[config.mk]
export PLATFORM = sky130hd
export DESIGN_NAME = i2c_adc_target
export DESIGN_NICKNAME = d
export VERILOG_FILES = /design/src/rtl/i2c_target_pkg.sv /design/src/rtl/i2c_line_cond.sv /design/src/rtl/i2c_adc_target.sv
export SDC_FILE = /design/constraint.sdc
export NUM_CORES = 1
export LEC_CHECK = 0
export ABC_CLOCK_PERIOD_IN_PS = 2300
export CAP_MARGIN = 10
export CORE_ASPECT_RATIO = 0.7
export CORE_MARGIN = 1.5
export CORE_UTILIZATION = 50
export DETAILED_ROUTE_END_ITERATION = 8
export GPL_TIMING_DRIVEN = 0
export PLACE_DENSITY = 0.77
export SETUP_SLACK_MARGIN = 0.02
export SLEW_MARGIN = 20
export SYNTH_ARGS = -nofsm -noshare
export SYNTH_HDL_FRONTEND = slang
export SYNTH_HIERARCHICAL = 1
export SYNTH_SLANG_ARGS = --single-unit
[constraint.sdc]
create_clock -name clk_50Mhz -period 2.3 [get_ports clk_50Mhz]
set_input_delay 0.46 -clock clk_50Mhz [delete_from_list [all_inputs] [get_ports clk_50Mhz]]
set_output_delay 0.46 -clock clk_50Mhz [all_outputs]
set_load 0.03 [all_outputs]
[src/rtl/i2c_target_pkg.sv]
// i2c_target_pkg: FSM state codes, ADS1115 pointer values and register reset constants.
package i2c_target_pkg;
  typedef logic [3:0] state_t;
  localparam state_t ST_IDLE     = 4'd0;
  localparam state_t ST_ADDR     = 4'd1;
  localparam state_t ST_ADDR_ACK = 4'd2;
  localparam state_t ST_PTR      = 4'd3;
  localparam state_t ST_PTR_ACK  = 4'd4;
  localparam state_t ST_WR_DATA  = 4'd5;
  localparam state_t ST_WR_ACK   = 4'd6;
  localparam state_t ST_RD_DATA  = 4'd7;
  localparam state_t ST_RD_ACK   = 4'd8;
  localparam state_t ST_IGNORE   = 4'd9;
  localparam logic [1:0] PTR_CONV = 2'd0;
  localparam logic [1:0] PTR_CFG  = 2'd1;
  localparam logic [1:0] PTR_LO   = 2'd2;
  localparam logic [1:0] PTR_HI   = 2'd3;
  localparam logic [15:0] CFG_RST = 16'h8583;
  localparam logic [15:0] LO_RST  = 16'h8000;
  localparam logic [15:0] HI_RST  = 16'h7FFF;
endpackage

[src/rtl/i2c_line_cond.sv]
// i2c_line_cond: 2-FF synchronizer, optional stability filter (I2C_TARGET_GLITCH_FILTER_EN), edge detect.
module i2c_line_cond #(
  parameter int FILT_LEN = 4
) (
  input  logic clk,
  input  logic rst_n,
  input  logic i_raw,
  output logic o_level,
  output logic o_rise,
  output logic o_fall
);
`ifdef I2C_TARGET_GLITCH_FILTER_EN
  localparam bit FILT_EN = 1'b1;
`else
  localparam bit FILT_EN = 1'b0;
`endif
  logic [1:0] r_sync;
  logic       r_prev;
  logic       w_lvl;
  // Idle bus level is high, so reset to 1 to avoid a phantom edge.
  always_ff @(posedge clk or negedge rst_n)
    if (!rst_n) begin
      r_sync <= 2'b11;
      r_prev <= 1'b1;
    end else begin
      r_sync <= {r_sync[0], i_raw};
      r_prev <= w_lvl;
    end
  if (FILT_EN && FILT_LEN > 0) begin : g_filt
    localparam int CW = $clog2(FILT_LEN + 1);
    logic [CW-1:0] r_cnt;
    logic          r_filt;
    always_ff @(posedge clk or negedge rst_n)
      if (!rst_n) begin
        r_cnt  <= '0;
        r_filt <= 1'b1;
      end else if (r_sync[1] == r_filt) r_cnt <= '0;
      else if (r_cnt == CW'(FILT_LEN - 1)) begin
        r_filt <= r_sync[1];
        r_cnt  <= '0;
      end else r_cnt <= r_cnt + 1'b1;
    assign w_lvl = r_filt;
  end else begin : g_bypass
    assign w_lvl = r_sync[1];
  end
  assign o_level = w_lvl;
  assign o_rise  = w_lvl & ~r_prev;
  assign o_fall  = ~w_lvl & r_prev;
endmodule

[src/rtl/i2c_adc_target.sv]
// i2c_adc_target: I2C target emulating the ADS1115 register map; glitch filter via I2C_TARGET_GLITCH_FILTER_EN.
module i2c_adc_target
  import i2c_target_pkg::*;
#(
  parameter logic [6:0] TARGET_ADDR = 7'h48,
  parameter int         TX_HOLD     = 10,
  parameter int         FILT_LEN    = 4
) (
  input  logic        clk_50Mhz,
  input  logic        reset_reset_n,
  input  logic        i2c_sda_in,
  input  logic        i2c_scl_in,
  output logic        i2c_sda_oe,
  output logic        i2c_scl_oe,
  input  logic [15:0] conv_data,
  output logic [15:0] cfg_reg,
  output logic [15:0] lo_thresh,
  output logic [15:0] hi_thresh,
  output logic        reg_wr_pulse
);
  localparam int HW = $clog2(TX_HOLD + 1);
  logic w_scl, w_scl_rise, w_scl_fall, w_sda, w_sda_rise, w_sda_fall;
  logic w_start, w_stop, w_drv;
  logic [7:0] w_byte, w_tx;
  logic [15:0] w_rd_reg;
  logic [15:0] w_regs [4];
  state_t r_state;
  logic [2:0] r_bit;
  logic [6:0] r_shift;
  logic [1:0] r_ptr, r_wcnt;
  logic r_rw, r_rd_lsb, r_oe, r_nxt, r_pulse;
  logic [7:0] r_msb;
  logic [15:0] r_shadow, r_cfg, r_lo, r_hi;
  logic [HW-1:0] r_hold;
  i2c_line_cond #(.FILT_LEN(FILT_LEN)) u_scl (
    .clk(clk_50Mhz), .rst_n(reset_reset_n), .i_raw(i2c_scl_in),
    .o_level(w_scl), .o_rise(w_scl_rise), .o_fall(w_scl_fall));
  i2c_line_cond #(.FILT_LEN(FILT_LEN)) u_sda (
    .clk(clk_50Mhz), .rst_n(reset_reset_n), .i_raw(i2c_sda_in),
    .o_level(w_sda), .o_rise(w_sda_rise), .o_fall(w_sda_fall));
  // Gating with our own drive keeps released/driven SDA from faking START/STOP.
  assign w_start = w_scl & w_sda_fall & ~r_oe;
  assign w_stop  = w_scl & w_sda_rise & ~r_oe;
  assign w_byte  = {r_shift, w_sda};
  assign w_regs[PTR_CONV] = r_shadow;
  assign w_regs[PTR_CFG]  = r_cfg;
  assign w_regs[PTR_LO]   = r_lo;
  assign w_regs[PTR_HI]   = r_hi;
  assign w_rd_reg = w_regs[r_ptr];
  assign w_tx     = r_rd_lsb ? w_rd_reg[7:0] : w_rd_reg[15:8];
  assign w_drv = (r_state == ST_ADDR_ACK || r_state == ST_PTR_ACK || r_state == ST_WR_ACK) ? 1'b1 :
                 (r_state == ST_RD_DATA) ? ~w_tx[3'd7 - r_bit] : 1'b0;
  always_ff @(posedge clk_50Mhz or negedge reset_reset_n)
    if (!reset_reset_n) begin
      r_state  <= ST_IDLE;
      r_bit    <= '0;
      r_shift  <= '0;
      r_ptr    <= PTR_CONV;
      r_wcnt   <= '0;
      r_rw     <= 1'b0;
      r_rd_lsb <= 1'b0;
      r_oe     <= 1'b0;
      r_nxt    <= 1'b0;
      r_pulse  <= 1'b0;
      r_msb    <= '0;
      r_shadow <= '0;
      r_cfg    <= CFG_RST;
      r_lo     <= LO_RST;
      r_hi     <= HI_RST;
      r_hold   <= '0;
    end else begin
      r_pulse <= 1'b0;
      if (w_start || w_stop) begin
        r_state <= w_start ? ST_ADDR : ST_IDLE;
        r_bit   <= '0;
        r_oe    <= 1'b0;
        r_hold  <= '0;
      end else begin
        // Each SCL fall schedules the SDA level for the coming bit, applied TX_HOLD cycles later.
        if (w_scl_fall && r_state != ST_IDLE && r_state != ST_IGNORE) begin
          r_hold <= HW'(TX_HOLD);
          r_nxt  <= w_drv;
        end else if (r_hold != '0) begin
          r_hold <= r_hold - 1'b1;
          if (r_hold == HW'(1)) r_oe <= r_nxt;
        end
        if (w_scl_rise)
          case (r_state)
            ST_ADDR: begin
              r_shift <= w_byte[6:0];
              r_bit   <= r_bit + 1'b1;
              if (r_bit == 3'd7) begin
                r_state <= (w_byte[7:1] == TARGET_ADDR) ? ST_ADDR_ACK : ST_IGNORE;
                r_rw     <= w_byte[0];
                r_rd_lsb <= 1'b0;
                if (w_byte[7:1] == TARGET_ADDR && w_byte[0]) r_shadow <= conv_data;
              end
            end
            ST_ADDR_ACK: r_state <= r_rw ? ST_RD_DATA : ST_PTR;
            ST_PTR: begin
              r_shift <= w_byte[6:0];
              r_bit   <= r_bit + 1'b1;
              if (r_bit == 3'd7) begin
                r_state <= ST_PTR_ACK;
                r_ptr   <= w_byte[1:0];
                r_wcnt  <= '0;
              end
            end
            ST_PTR_ACK: r_state <= ST_WR_DATA;
            ST_WR_DATA: begin
              r_shift <= w_byte[6:0];
              r_bit   <= r_bit + 1'b1;
              if (r_bit == 3'd7) begin
                r_state <= ST_WR_ACK;
                r_wcnt  <= (r_wcnt == 2'd2) ? r_wcnt : r_wcnt + 1'b1;
                if (r_wcnt == 2'd0) r_msb <= w_byte;
                if (r_wcnt == 2'd1 && r_ptr != PTR_CONV) begin
                  r_cfg   <= (r_ptr == PTR_CFG) ? {r_msb, w_byte} : r_cfg;
                  r_lo    <= (r_ptr == PTR_LO) ? {r_msb, w_byte} : r_lo;
                  r_hi    <= (r_ptr == PTR_HI) ? {r_msb, w_byte} : r_hi;
                  r_pulse <= 1'b1;
                end
              end
            end
            ST_WR_ACK: r_state <= ST_WR_DATA;
            ST_RD_DATA: begin
              r_bit <= r_bit + 1'b1;
              if (r_bit == 3'd7) r_state <= ST_RD_ACK;
            end
            ST_RD_ACK: begin
              r_state  <= w_sda ? ST_IGNORE : ST_RD_DATA;
              r_rd_lsb <= w_sda ? r_rd_lsb : ~r_rd_lsb;
            end
            default: ;
          endcase
      end
    end
  assign i2c_sda_oe   = r_oe;
  assign i2c_scl_oe   = 1'b0;
  assign cfg_reg      = r_cfg;
  assign lo_thresh    = r_lo;
  assign hi_thresh    = r_hi;
  assign reg_wr_pulse = r_pulse;
endmodule

Word level (Yosys, flattened, before mapping) --
Cells that the tools add are included.
Storage, ports and cells: register bits 105, input bits 20, output and inout bits 51, logic and storage cells 147
Operators by class: $add $sub $neg 4, $lt $le $gt $ge 2, eq/ne operators 27, multiplexer cells 41, bitwise operators 17, reductions and logical operators 36
Operator list (count):
- $mux W4 | 11
- $bmux W16 S2 | 1
- $mux W16 | 2
- $reduce_and A6 Y1 | 5
- $pmux W4 S7 | 1
- $eq A4 B3 Y1 const B | 4
- $mux W1 | 15
- $reduce_and A5 Y1 | 3
- $reduce_bool A2 Y1 | 7
- $mux W3 | 4
- $ne A2 B2 Y1 const B | 6
- $ne A3 B3 Y1 const B | 3
- $and A1 B1 Y1 | 8
- $eq A4 B1 Y1 const B | 2
- $eq A4 B2 Y1 const B | 2
- $mux W8 | 1
- $not A1 Y1 | 8
- $reduce_and A4 Y1 | 2
- $reduce_bool A4 Y1 | 2
- $reduce_bool A8 Y1 | 1
- $eq A7 B7 Y1 const B | 1
- $eq A2 B2 Y1 const B | 3
- $mux W2 | 3
- $reduce_and A3 Y1 | 2
- 23 further kinds | 30

Longest topological paths before layout --
Gate-level depths: netlist of the first run.
depth after elaboration 10, depth in mapped cells 8, depth with buffers taken out 6

Modules after synthesis --
The synthesis of the first run kept the hierarchy.
By module, submodules not included:
- i2c_adc_target | instances 1, cells each 373, area each 4976.0 um^2, sequential area each 2504.9 um^2
- i2c_line_cond | instances 2, cells each 5, area each 93.8 um^2, sequential area each 78.8 um^2

Worst setup path before layout of the first run --
No wires, ideal clock.
path kind register -> register, from register u_sda.r_sync[1], to register r_hi[15] (netlist: hi_thresh[15]), setup time 0.125 ns, arrival time 2.139 ns, required time 2.175 ns, slack 0.036 ns, cell stages (with the launch flop) 9, path buffers 2, clock period less this slack 2.264 ns, cells stage by stage dfstp_2 -> and2b_2 -> nor2_1 -> o2111a_1 -> nand4_1 -> or2_1 -> buf_6 -> buf_6 -> mux2_4
On the way: word-level cells in the longest chain between the ends 7, elaborated cells between the ends (all ways) 10, those cells by class bitwise: 8; reduce/logical: 2
RTL lines:
- start, declared | RTL line i2c_line_cond.sv:17 | logic [1:0] r_sync;
- start signal, assigned | RTL line i2c_line_cond.sv:26 | r_sync <= {r_sync[0], i_raw};
- $not A1 Y1 | RTL line i2c_line_cond.sv:48 | assign o_fall = ~w_lvl & r_prev;
- $and A1 B1 Y1 | RTL line i2c_line_cond.sv:48
- via w_sda_fall | RTL line i2c_adc_target.sv:22 | logic w_scl, w_scl_rise, w_scl_fall, w_sda, w_sda_rise, w_sda_fall;
- $and A1 B1 Y1 (2 in series) | RTL line i2c_adc_target.sv:42 | assign w_start = w_scl & w_sda_fall & ~r_oe;
- $logic_or A1 B1 Y1 | RTL line i2c_adc_target.sv:73 | if (w_start || w_stop) begin
- $not A1 Y1 (no line)
- $reduce_and A6 Y1 (no line)
- end signal, assigned | RTL line i2c_adc_target.sv:120 | r_hi <= (r_ptr == PTR_HI) ? {r_msb, w_byte} : r_hi;
- end, declared | RTL line i2c_adc_target.sv:33 | logic [15:0] r_shadow, r_cfg, r_lo, r_hi;
The timed path passes the listed nets, and every way through them passes these cells. A chain may end at the register's enable or synchronous reset.

Worst setup path after layout of the first run --
from register u_sda.r_sync[1], to register r_lo[14] (netlist: lo_thresh[14])
On the way: word-level cells in the longest chain between the ends 7, elaborated cells between the ends (all ways) 10, those cells by class bitwise: 8; reduce/logical: 2
RTL lines:
- $not A1 Y1 | RTL line i2c_line_cond.sv:48
- $and A1 B1 Y1 | RTL line i2c_line_cond.sv:48
- via w_sda_fall | RTL line i2c_adc_target.sv:22
- $and A1 B1 Y1 (2 in series) | RTL line i2c_adc_target.sv:42
- $logic_or A1 B1 Y1 | RTL line i2c_adc_target.sv:73
- $not A1 Y1 (no line)
- $reduce_and A6 Y1 (no line)
- end signal, assigned | RTL line i2c_adc_target.sv:119 | r_lo <= (r_ptr == PTR_LO) ? {r_msb, w_byte} : r_lo;
- end, declared | RTL line i2c_adc_target.sv:33
The timed path passes the listed nets, and every way through them passes these cells.

==> impl_summary.txt, run 1 <==
----------------------------------------------------
[Floorplanning]
  Height of the chip ... 88.0 um
  Placeable core area ... 9870 um2
  Boundary pin count ... 71
  Die outline area ... 11000 um2
  Core Rows ... 30
  Horizontal extent of the die ... 124 um
  Starting density of the core ... 52.3%

[Finish]
  Relative area change from synthesis to final layout ... 27.2%
  # diodes ... 0
  Fraction of final layout cells with drive strength greater than 1 ... 35.8%
  Number of nets at the end of the flow ... 503
  Utilization after layout ... 66.5%

[Worst setup path]
  Required time of the critical path ... 2.53 ns
  Arrival time of the worst setup path ... 2.52 ns
  Highest net fanout along the worst path ... 10
  CP endpoint kind ... flip-flop
  Path type of the worst setup path ... flip-flop to flip-flop
  Worst-case register-to-register setup slack ... 0.02 ns
  Critical Path Source Type ... flip-flop

[Timing]
  Number of endpoints failing setup at the final stage ... 0
  Accumulated negative setup slack ... 0 ns
  Max_slew headroom ... 59.6%
  Tightest Pin Transition ... 0.599 ns
  Final hold violation count ... 0
  Min Tclk post-route ... 2.28 ns
  Period utilization ... 99.3%
  Number of pins with negative max-slew slack in the final report ... 0
  Post-route worst setup slack ... 0.0166 ns
  Maximum frequency from static timing analysis ... 438 MHz
  Worst-case clock skew ... 0.00422 ns
  RSZ-0062 raised after global routing ... true
  Final-layout worst hold slack ... 0.0832 ns

[Pwr]
  Leakage power figure ... 2.82 nW
  Power density normalized to cell area ... 673 nW/um2
  Total power ... 4.42 mW
  Worst vdd rail ir drop ... 0.403 mV

[Clock tree]
  Clock network latency to the later pin of the worst-skew pair ... 0.35 ns
  Clk buf depth ... 2
  Num CTS Buffers ... 9
  Clock-pin transition on the worst setup and hold timing paths ... 0.07 ns
  CTS sink count ... 105
  Clock root cell ... sky130_fd_sc_hd__clkbuf_16
  Clock tree from TritonCTS ... yes
  Level count of the clock H-tree ... 3

[Synthesis]
  Dominant synthesized flop cell ... sky130_fd_sc_hd__dfrtp_1
  Sequential area share after synthesis ... 51.6%
  Post-synthesis average cell area ... 13.5 um2
  Flop and latch count out of synthesis ... 105
  Warning count from the yosys run ... 6
  Post-synth net total ... 410
  Post-synth cell types ... 66
  Post-Synthesis Cells ... 383
  Mapped cell area ... 5160 um2
  Post-synth ARST share ... 100%
  Count of flip-flops with a built-in enable after synthesis ... 0

[Place]
  Worst slack at placement ... -0.486 ns
  Post-detailed-placement half-perimeter wirelength ... 8690 um
  Buffers added on ports ... 69
  Weighted congestion reported at the end of routability-driven placement ... 0.845

[Global routing]
  Overflow after GRT ... 0
  Wire length of the first global-routing pass ... 20600 um
  Number of global-route vias before repair ... 3652
  Gr usage total ... 25.0%
  Largest net degree at the start of global routing ... 60
  Number of antenna violations at the first check in global routing ... 0

[Routing]
  Detail-routed via count per cell ... 5.97
  Antenna violation net count after detailed routing ... 0
  Number of design rule violations left after detail routing ... 0
  Number of vias after detailed routing ... 3635
  Detailed router's first-iteration violation count ... 373
  Routed len/inst ... 21.6 um
  Overall routed net length ... 13200 um
  DRT Pass-1 Iters ... 5

[Run]
  Reported max-cap violation count ... 0

[Run status]
  Outcome ... finished, final reports clean

[Min path]
  Worst min path class ... input pin to async pin

----------------------------------------------------
per-stage QoR:
stage	cells	area, um2
final	609	6570
after detailed placement	581	6040
after global routing	609	6570
after global placement	580	6010
after CTS	608	6450
after floorplan	383	5160
what timing repair did:
item                                    4_1_cts  5_1_grt
gates resized for setup                      15       32
pin swaps                                     7        2
setup buffers                                13        1
hold buffers                                  0        0
endpoints found under the setup margin       81       59
gates cloned                                  1        0
worst paths after layout:
path	startpoint	endpoint	cells past startpoint
max in group asynchronous	reset_reset_n	hi_thresh[8]	2
worst min-delay path	reset_reset_n	r_hold[1]	1
worst max-delay path	u_sda/r_sync[1]	lo_thresh[14]	8
worst min register to register	u_scl/r_sync[0]	u_scl/r_sync[1]	0
worst max register to register	u_sda/r_sync[1]	lo_thresh[14]	8
min in group clk_50Mhz	u_scl/r_sync[0]	u_scl/r_sync[1]	0
cell usage in the layout (no fill, tap or decap), drive strengths merged, types with 2 or more instances in the layout:
master	n
a2111oi	2
a21oi	13
and2b	3
and3	4
buf	28
clkbuf	22
clkdlybuf4s50	68
clkinv	2
dfrtp	77
dfstp	28
ha	7
inv	9
mux2	83
mux2i	9
mux4	15
nand2	20
nand2b	4
nand3	5
nand4	6
nor2	14
nor2b	8
nor3	7
nor3b	2
nor4	4
nor4b	2
o2111a	2
o21ai	9
o41ai	2
or3	2
critical path: stages (launching register included):
cell and delay, ns:
sky130_fd_sc_hd__dfstp_2 0.58, sky130_fd_sc_hd__and2b_2 0.26, sky130_fd_sc_hd__nor2_4 0.10, sky130_fd_sc_hd__o2111a_2 0.28, sky130_fd_sc_hd__nand4_1 0.13, sky130_fd_sc_hd__buf_4 0.17
sky130_fd_sc_hd__nor2_4 0.15, sky130_fd_sc_hd__buf_12 0.17, sky130_fd_sc_hd__mux2_2 0.34
cells in the mapped netlist, drive strengths merged, types with 2 or more instances:
cell type   n  share of area, %
a2111oi     2              0.36
a21oi      13               1.3
and2b       3              0.48
and3        4              0.58
buf        12               1.9
clkbuf     10              0.73
dfrtp      77                37
dfstp      28                14
ha          7               1.7
inv         9              0.65
mux2       83                19
mux2i       9               1.7
mux4       15               6.5
nand2      20               1.5
nand2b      4              0.48
nand3       5              0.48
nand4       6              0.73
nor2       14               1.2
nor2b       8              0.97
nor3        7              0.68
nor3b       2              0.29
nor4        4              0.78
nor4b       2              0.63
o2111a      2              0.44
o21ai       9              0.87
o41ai       2              0.48
or3         2              0.24
cell families (layout without fill, tap and decap cells):
| group | count (synthesis) | after routing | synth area share (%) |
|---|---|---|---|
| simple gates | 87 | 87 | 10.1 |
| flops | 105 | 105 | 51.6 |
| other cells | 1 | 1 | 0.0726 |
| mux | 107 | 107 | 27.1 |
| compound gates | 43 | 43 | 5.84 |
| xor+xnor | 2 | 2 | 0.339 |
| fa+ha+maj | 7 | 7 | 1.70 |
| buf+inv | 31 | 129 | 3.25 |
power by group:
group | total [mW] | internal, mW | switching (mW)
combinational | 0.743 | 0.333 | 0.410
clock | 1.46 | 0.796 | 0.660
sequential | 2.22 | 2.00 | 0.225
cell type report:
class                      instances  area (um2)
fill                             753        3310
sequential                       105        2660
multi-input combinational        247        2430
timing repair buffer              85         858
clock buffer                      14         264
tap                              128         160
buffer                            19         144
inverter                           9        33.8
clock inverter                     2        13.8
layer usage:
metal,vias to the layer above,global-route usage [%],part of all wire [%]
li1,1601,-,-
met1,1847,36.0,47
met2,174,37.4,43
met3,13,8.37,8.7
met4,0,5.02,0.80
met5,-,0,0
Note: power is estimated with default switching activity, not from simulation.
==> inputs of run 2 (changes only) <==
Settings changed: ABC_CLOCK_PERIOD_IN_PS 2300 to 2400, PLACE_DENSITY 0.77 to 0.74.
Clock period 2.3 ns to 2.4 ns, I/O delays scaled along.
==> run 2 against run 1 <==
  * Global-route usage decreased by 1.2 points
  * Worst hold slack improved by 0.28 ns
  * Non-clock buffer count decreased by 1
  * Sequential power decreased by 5%
  * Register-to-register slack improved by 0.08 ns
  * Sequential cell count unchanged
  * Critical path depth decreased by 2
  * Clock skew increased by 0.0048 ns
  * First-iteration DRC count decreased by 31%
  * Worst setup slack improved by 0.081 ns
  * Clock power increased by 10%
  * Cell count decreased by 0.16%
  * Critical path type unchanged
  * Largest cell class unchanged
==> impl_summary.txt, run 2 (synthesis results as in run 1) <==
----------------------------------------------------
[Run status]
  Outcome ... finished, final reports clean

[Routing]
  Number of vias after detailed routing ... 3529 (-2.9%)
  Number of design rule violations left after detail routing ... 0 (unchanged)
  Detailed router's first-iteration violation count ... 257 (-31%)
  Routed len/inst ... 19.8 um (-8.2%)
  DRT Pass-1 Iters ... 4 (-1)
  Antenna violation net count after detailed routing ... 0 (unchanged)
  Overall routed net length ... 12100 um (-8.3%)
  Detail-routed via count per cell ... 5.80 (-2.8%)

[Global routing]
  Wire length of the first global-routing pass ... 19800 um (-3.9%)
  Overflow after GRT ... 0 (unchanged)
  Number of antenna violations at the first check in global routing ... 0 (unchanged)
  Gr usage total ... 23.8% (-1.2 points)
  Number of global-route vias before repair ... 3606 (-1.3%)
  Largest net degree at the start of global routing ... 80 (+33%)

[Timing]
  RSZ-0062 raised after global routing ... true
  Final hold violation count ... 0 (unchanged)
  Accumulated negative setup slack ... 0 ns (unchanged)
  Max_slew headroom ... 48.1% (-12 points)
  Min Tclk post-route ... 2.30 ns (+0.0186 ns)
  Worst-case clock skew ... 0.00901 ns (+0.00479 ns)
  Number of pins with negative max-slew slack in the final report ... 0 (unchanged)
  Tightest Pin Transition ... 0.776 ns (+0.177 ns)
  Period utilization ... 95.9% (-3.4 points)
  Maximum frequency from static timing analysis ... 434 MHz (-0.81%)
  Number of endpoints failing setup at the final stage ... 0 (unchanged)

[Min path]
  Worst min path class ... flip-flop to flip-flop
  Cell count of the worst hold path ... 0
  Start point of the worst min-delay path ... u_scl/r_sync[0]
  Endpoint of the worst hold-timing path ... u_scl/r_sync[1]

[Floorplanning]
  Starting density of the core ... 52.3% (unchanged)
  Boundary pin count ... 71 (unchanged)
  Height of the chip ... 88.0 um (unchanged)
  Placeable core area ... 9870 um2 (unchanged)
  Die outline area ... 11000 um2 (unchanged)
  Core Rows ... 30 (unchanged)
  Horizontal extent of the die ... 124 um (unchanged)

[Place]
  Post-detailed-placement half-perimeter wirelength ... 8470 um (-2.5%)
  Buffers added on ports ... 69 (unchanged)
  Weighted congestion reported at the end of routability-driven placement ... 0.827 (-2.2%)
  Placed standard-cell area ... 6040 um2 (unchanged)

[Worst setup path]
  Worst R2R Path Depth ... 6 (-2)
  Highest net fanout along the worst path ... 10 (unchanged)
  CP endpoint kind ... flip-flop
  Worst flop-to-flop path endpoint ... r_shadow[14]
  Worst-case register-to-register setup slack ... 0.1 ns (+0.08 ns)
  Worst r2r src ... r_shift[5]
  Required time of the critical path ... 2.63 ns (+0.10 ns)
  Arrival time of the worst setup path ... 2.53 ns (about the same)
  Path type of the worst setup path ... flip-flop to flip-flop
  Critical Path Source Type ... flip-flop

[Finish]
  Fraction of final layout cells with drive strength greater than 1 ... 33.3% (-2.4 points)
  Fin area ... 6480 um2 (-1.3%)
  Total of fill cells in the finished design ... 789 (+4.8%)
  Register cell area after layout ... 2660 um2 (about the same)
  Total area of multi-input combinational cells ... 2350 um2 (-3.2%)
  Commonest non-fill, non-tap cells in the layout ... 77 x sky130_fd_sc_hd__dfrtp_1, 68 x sky130_fd_sc_hd__clkdlybuf4s50_1, 53 x sky130_fd_sc_hd__mux2_2
  Number of nets at the end of the flow ... 502 (-0.20%)
  # diodes ... 0 (unchanged)
  Relative area change from synthesis to final layout ... 25.5%
  Most frequent standard cell in the layout excluding fill and tap cells ... sky130_fd_sc_hd__dfrtp_1

[Run]
  Reported max-cap violation count ... 0 (unchanged)

[Pwr]
  Leakage power figure ... 2.82 nW (+0.18%)
  Worst vdd rail ir drop ... 0.367 mV (-9.1%)
  Power density normalized to cell area ... 682 nW/um2 (+1.3%)
  Switching power ... 1.27 mW (-1.6%)
  Cell internal power dissipation ... 3.15 mW (+0.62%)
  Portion of total power attributed to combinational logic ... 15.7% (-1.1 points)
  Fraction of power consumed by sequential logic ... 47.9% (-2.4 points)
  Portion of total power attributed to the clock network ... 36.5% (+3.6 points)
  Sw frac ... 28.8% (-0.45 points)

[Clock tree]
  Num CTS Buffers ... 9 (unchanged)
  Clk buf depth ... 2 (unchanged)
  CTS sink count ... 105 (unchanged)
  Level count of the clock H-tree ... 3 (unchanged)
  Clock tree from TritonCTS ... yes
  Clock-pin transition on the worst setup and hold timing paths ... 0.07 ns (about the same)
  Clock network latency to the later pin of the worst-skew pair ... 0.35 ns (about the same)
  Clock root cell ... sky130_fd_sc_hd__clkbuf_16

----------------------------------------------------
-- run 2: worst max-delay path, cell delays in order, from the launching register on --
cell	delay, ns
sky130_fd_sc_hd__dfrtp_1	0.46
sky130_fd_sc_hd__or3_1	0.44
sky130_fd_sc_hd__nor4_4	0.33
sky130_fd_sc_hd__nand2_1	0.16
sky130_fd_sc_hd__nor2_4	0.23
sky130_fd_sc_hd__buf_6	0.22
sky130_fd_sc_hd__mux2_1	0.34
-- run 2: layer usage --
layer	global-route usage (%)	wire [um]	up-vias	share of wire (%)
met5	0	0	-	0
met2	34.7	5260	117	44
met4	5.33	40	0	0.33
li1	-	-	1596	-
met3	5.68	791	6	6.6
met1	36.2	5970	1810	49
-- run 2: what timing repair did --
action                                  CTS  global route
hold buffers                              1             0
cloned                                    0             0
endpoints found under the setup margin   70            60
buffers inserted                          7             5
pin swaps                                 4             4
gates resized for setup                   3             9
endpoints found under the hold margin    18             0
-- run 2: layout make-up --
type	count	share of cell area, %
flip-flops and latches	105	41.1
inverters	9	0.521
plain buffers	20	1.99
multi-input cells	247	36.3
clock buffers	9	3.48
repair buffers	83	12.6
clock inverters	7	1.54
well taps	128	2.47
-- run 2: worst max path at each step --
stage                     from             to  slack (ns)  cells past startpoint
2_1_floorplan  u_sda/r_sync[1]  hi_thresh[15]        0.14                      8
5_1_grt        u_scl/r_sync[1]     cfg_reg[9]       -0.01                      7
3_5_place_dp   u_sda/r_sync[1]  lo_thresh[12]       -0.40                      7
3_3_place_gp     reset_reset_n   r_shadow[10]       -3.07                      1
6_report            r_shift[5]   r_shadow[14]         0.1                      6
4_1_cts        u_sda/r_sync[1]  lo_thresh[12]        0.02                      8
-- run 2: stage by stage --
stage	instances	power (mW)	worst slack [ns]	utilization (%)	hold WS (ns)
floorplan	383	2.57	0.136	-	0.184
global placement	580	2.78	-3.07	60.9	0.346
detailed placement	581	2.82	-0.402	61.2	0.349
CTS	604	4.44	0.0175	65.2	0.360
global route	608	4.62	-0.0118	65.6	0.362
finish	608	4.42	0.0979	65.6	0.358
-- run 2: power by group through the flow --
stage	sequential, mW	combinational (mW)	clock (mW)
after CTS	2.11	0.689	1.64
after floorplan	2.08	0.484	0
after global placement	2.13	0.653	0
final	2.12	0.693	1.61
after detailed placement	2.14	0.678	0
after global routing	2.14	0.779	1.70
==> inputs of run 3 (changes only) <==
Settings changed: GPL_ROUTABILITY_DRIVEN set to 0, HOLD_SLACK_MARGIN set to 0.08.
==> run 3 against run 2 <==
  * Register-to-register slack about the same
  * First-iteration DRC count shrank 15%
  * Sequential power about the same
  * Power fell by 0.69%
  * Global-route usage up 0.64 points
  * Routed wire length increased by 1.6%
  * Fmax decreased by 0.44%
  * Critical endpoint is now hi_thresh[15]
  * Largest cell class unchanged
==> impl_summary.txt, run 3 (synthesis results as in run 1) <==
----------------------------------------------------
[Run status]
  Outcome ... finished, final reports clean

[Global routing]
  Overflow after GRT ... 0 (unchanged)
  Number of antenna violations at the first check in global routing ... 0 (unchanged)
  Gr usage total ... 24.4% (+0.64 points)
  Wire length of the first global-routing pass ... 20300 um (+2.4%)
  Number of global-route vias before repair ... 3541 (-1.8%)
  Largest net degree at the start of global routing ... 73 (-8.8%)

[Finish]
  Relative area change from synthesis to final layout ... 25.5% (about the same)
  Utilization after layout ... 65.7% (about the same)
  Register cell area after layout ... 2660 um2 (unchanged)
  Number of nets at the end of the flow ... 503 (+0.20%)
  # diodes ... 0 (unchanged)
  Most frequent standard cell in the layout excluding fill and tap cells ... sky130_fd_sc_hd__dfrtp_1
  Number of standard cells in the final layout excluding fillers ... 609 (+0.16%)
  Commonest non-fill, non-tap cells in the layout ... 77 x sky130_fd_sc_hd__dfrtp_1, 68 x sky130_fd_sc_hd__clkdlybuf4s50_1, 53 x sky130_fd_sc_hd__mux2_2
  Total of fill cells in the finished design ... 754 (-4.4%)
  Total area of multi-input combinational cells ... 2340 um2 (-0.32%)
  Fraction of final layout cells with drive strength greater than 1 ... 33.1% (-0.28 points)

[Routing]
  Total routed wire length on the met1 layer ... 6120 um (+2.5%)
  Antenna violation net count after detailed routing ... 0 (unchanged)
  Routed wire length on met3 ... 593 um (-25%)
  Top layer reached by signal wires ... met4
  Number of vias after detailed routing ... 3540 (+0.31%)
  Detailed router's first-iteration violation count ... 218 (-15%)
  Overall routed net length ... 12300 um (+1.6%)
  Detail-routed via count per cell ... 5.81 (+0.15%)
  DRT Pass-1 Iters ... 4 (unchanged)
  Routed len/inst ... 20.1 um (+1.5%)
  Number of design rule violations left after detail routing ... 0 (unchanged)
  Met2 Routed Length ... 5440 um (+3.3%)

[Worst setup path]
  Worst R2R Path Depth ... 8 (+2)
  Path type of the worst setup path ... flip-flop to flip-flop
  Highest net fanout along the worst path ... 10 (unchanged)
  Arrival time of the worst setup path ... 2.54 ns (about the same)
  CP endpoint kind ... flip-flop
  Worst r2r src ... u_sda/r_sync[1]
  Worst-case register-to-register setup slack ... 0.09 ns (about the same)
  Required time of the critical path ... 2.63 ns (about the same)
  Critical Path Source Type ... flip-flop
  Worst flop-to-flop path endpoint ... hi_thresh[15]

[Place]
  Post-detailed-placement half-perimeter wirelength ... 8510 um (+0.43%)
  Buffers added on ports ... 69 (unchanged)
  Count of placed standard cells including taps ... 581 (unchanged)

[Clock tree]
  Clock-pin transition on the worst setup and hold timing paths ... 0.07 ns (about the same)
  Clock tree from TritonCTS ... yes
  Clk buf depth ... 2 (unchanged)
  Level count of the clock H-tree ... 3 (unchanged)
  Clock network latency to the later pin of the worst-skew pair ... 0.34 ns (about the same)
  CTS sink count ... 105 (unchanged)
  Num CTS Buffers ... 9 (unchanged)
  Clock root cell ... sky130_fd_sc_hd__clkbuf_16

[Min path]
  Worst min path class ... flip-flop to flip-flop
  Start point of the worst min-delay path ... u_sda/r_sync[0]
  Endpoint of the worst hold-timing path ... u_sda/r_sync[1]
  Cell count of the worst hold path ... 0 (unchanged)

[Timing]
  Number of pins with negative max-slew slack in the final report ... 0 (unchanged)
  Tightest Pin Transition ... 0.718 ns (-0.0572 ns)
  RSZ-0062 raised after global routing ... true
  Period utilization ... 96.3% (+0.42 points)
  Max_slew headroom ... 51.9% (+3.8 points)
  Min Tclk post-route ... 2.31 ns (+0.0101 ns)
  Number of endpoints failing setup at the final stage ... 0 (unchanged)
  Maximum frequency from static timing analysis ... 432 MHz (-0.44%)
  Worst-case clock skew ... 0.00692 ns (-0.00208 ns)
  Final hold violation count ... 0 (unchanged)

[Floorplanning]
  Placeable core area ... 9870 um2 (unchanged)
  Horizontal extent of the die ... 124 um (unchanged)
  Die outline area ... 11000 um2 (unchanged)
  Boundary pin count ... 71 (unchanged)
  Starting density of the core ... 52.3% (unchanged)
  Height of the chip ... 88.0 um (unchanged)
  Core Rows ... 30 (unchanged)

[Pwr]
  Power density normalized to cell area ... 677 nW/um2 (-0.71%)
  Worst vdd rail ir drop ... 0.473 mV (+29%)
  Leakage power figure ... 2.83 nW (about the same)

[Run]
  Reported max-cap violation count ... 0 (unchanged)

----------------------------------------------------
[run 3: cell type report]
type                       instances  area share [%]
clock inverter                     5            1.22
tap                              128            2.47
timing repair buffer              83            12.6
multi-input combinational        247            36.1
sequential                       105            41.1
clock buffer                      11            3.75
inverter                           9           0.521
buffer                            21            2.18
[run 3: metrics by stage]
stage	total power [mW]	area (um2)	hold WS (ns)	worst slack [ns]	TNS, ns
after floorplan	2.57	5160	0.184	0.136	0
after global placement	2.78	6010	0.346	-3.02	-291.09
after detailed placement	2.82	6040	0.348	-0.354	-9.87
after CTS	4.42	6420	0.358	0.0238	0
after global routing	4.61	6480	0.361	0.00330	0
final	4.39	6480	0.357	0.0878	0
[run 3: power breakdown]
part	internal, mW	total, mW	switching [mW]
registers	1.91	2.12	0.206
logic	0.312	0.697	0.385
clock network	0.943	1.57	0.631
total	3.17	4.39	1.22
[run 3: layer usage]
metal	vias to the layer above	track usage [%]
li1	1596	-
met1	1816	37.2
met2	118	35.9
met3	10	5.31
met4	0	5.75
met5	-	0
[run 3: how the worst max path moves through the flow]
stage	from	endpoint	slack (ns)
6_report	u_sda/r_sync[1]	hi_thresh[15]	0.09
5_1_grt	u_sda/r_sync[1]	hi_thresh[15]	0.003
4_1_cts	u_sda/r_sync[1]	hi_thresh[15]	0.02
3_5_place_dp	u_sda/r_sync[1]	lo_thresh[11]	-0.35
3_3_place_gp	reset_reset_n	lo_thresh[10]	-3.02
2_1_floorplan	u_sda/r_sync[1]	hi_thresh[15]	0.14
[run 3: what timing repair did]
item,4_1_cts,5_1_grt
hold buffers,1,0
pin swaps,2,3
buffers inserted,5,7
setup endpoints to repair,67,46
gates resized for setup,3,5
hold endpoints to repair,27,0
[run 3: critical path, stage by stage (launching register included)]
cell and delay (ns):
sky130_fd_sc_hd__dfstp_2 0.53, sky130_fd_sc_hd__and2b_2 0.23, sky130_fd_sc_hd__nor2_2 0.17, sky130_fd_sc_hd__o2111a_2 0.29
sky130_fd_sc_hd__nand4_1 0.12, sky130_fd_sc_hd__or2_1 0.24, sky130_fd_sc_hd__buf_6 0.14, sky130_fd_sc_hd__buf_6 0.17
sky130_fd_sc_hd__mux2_4 0.30
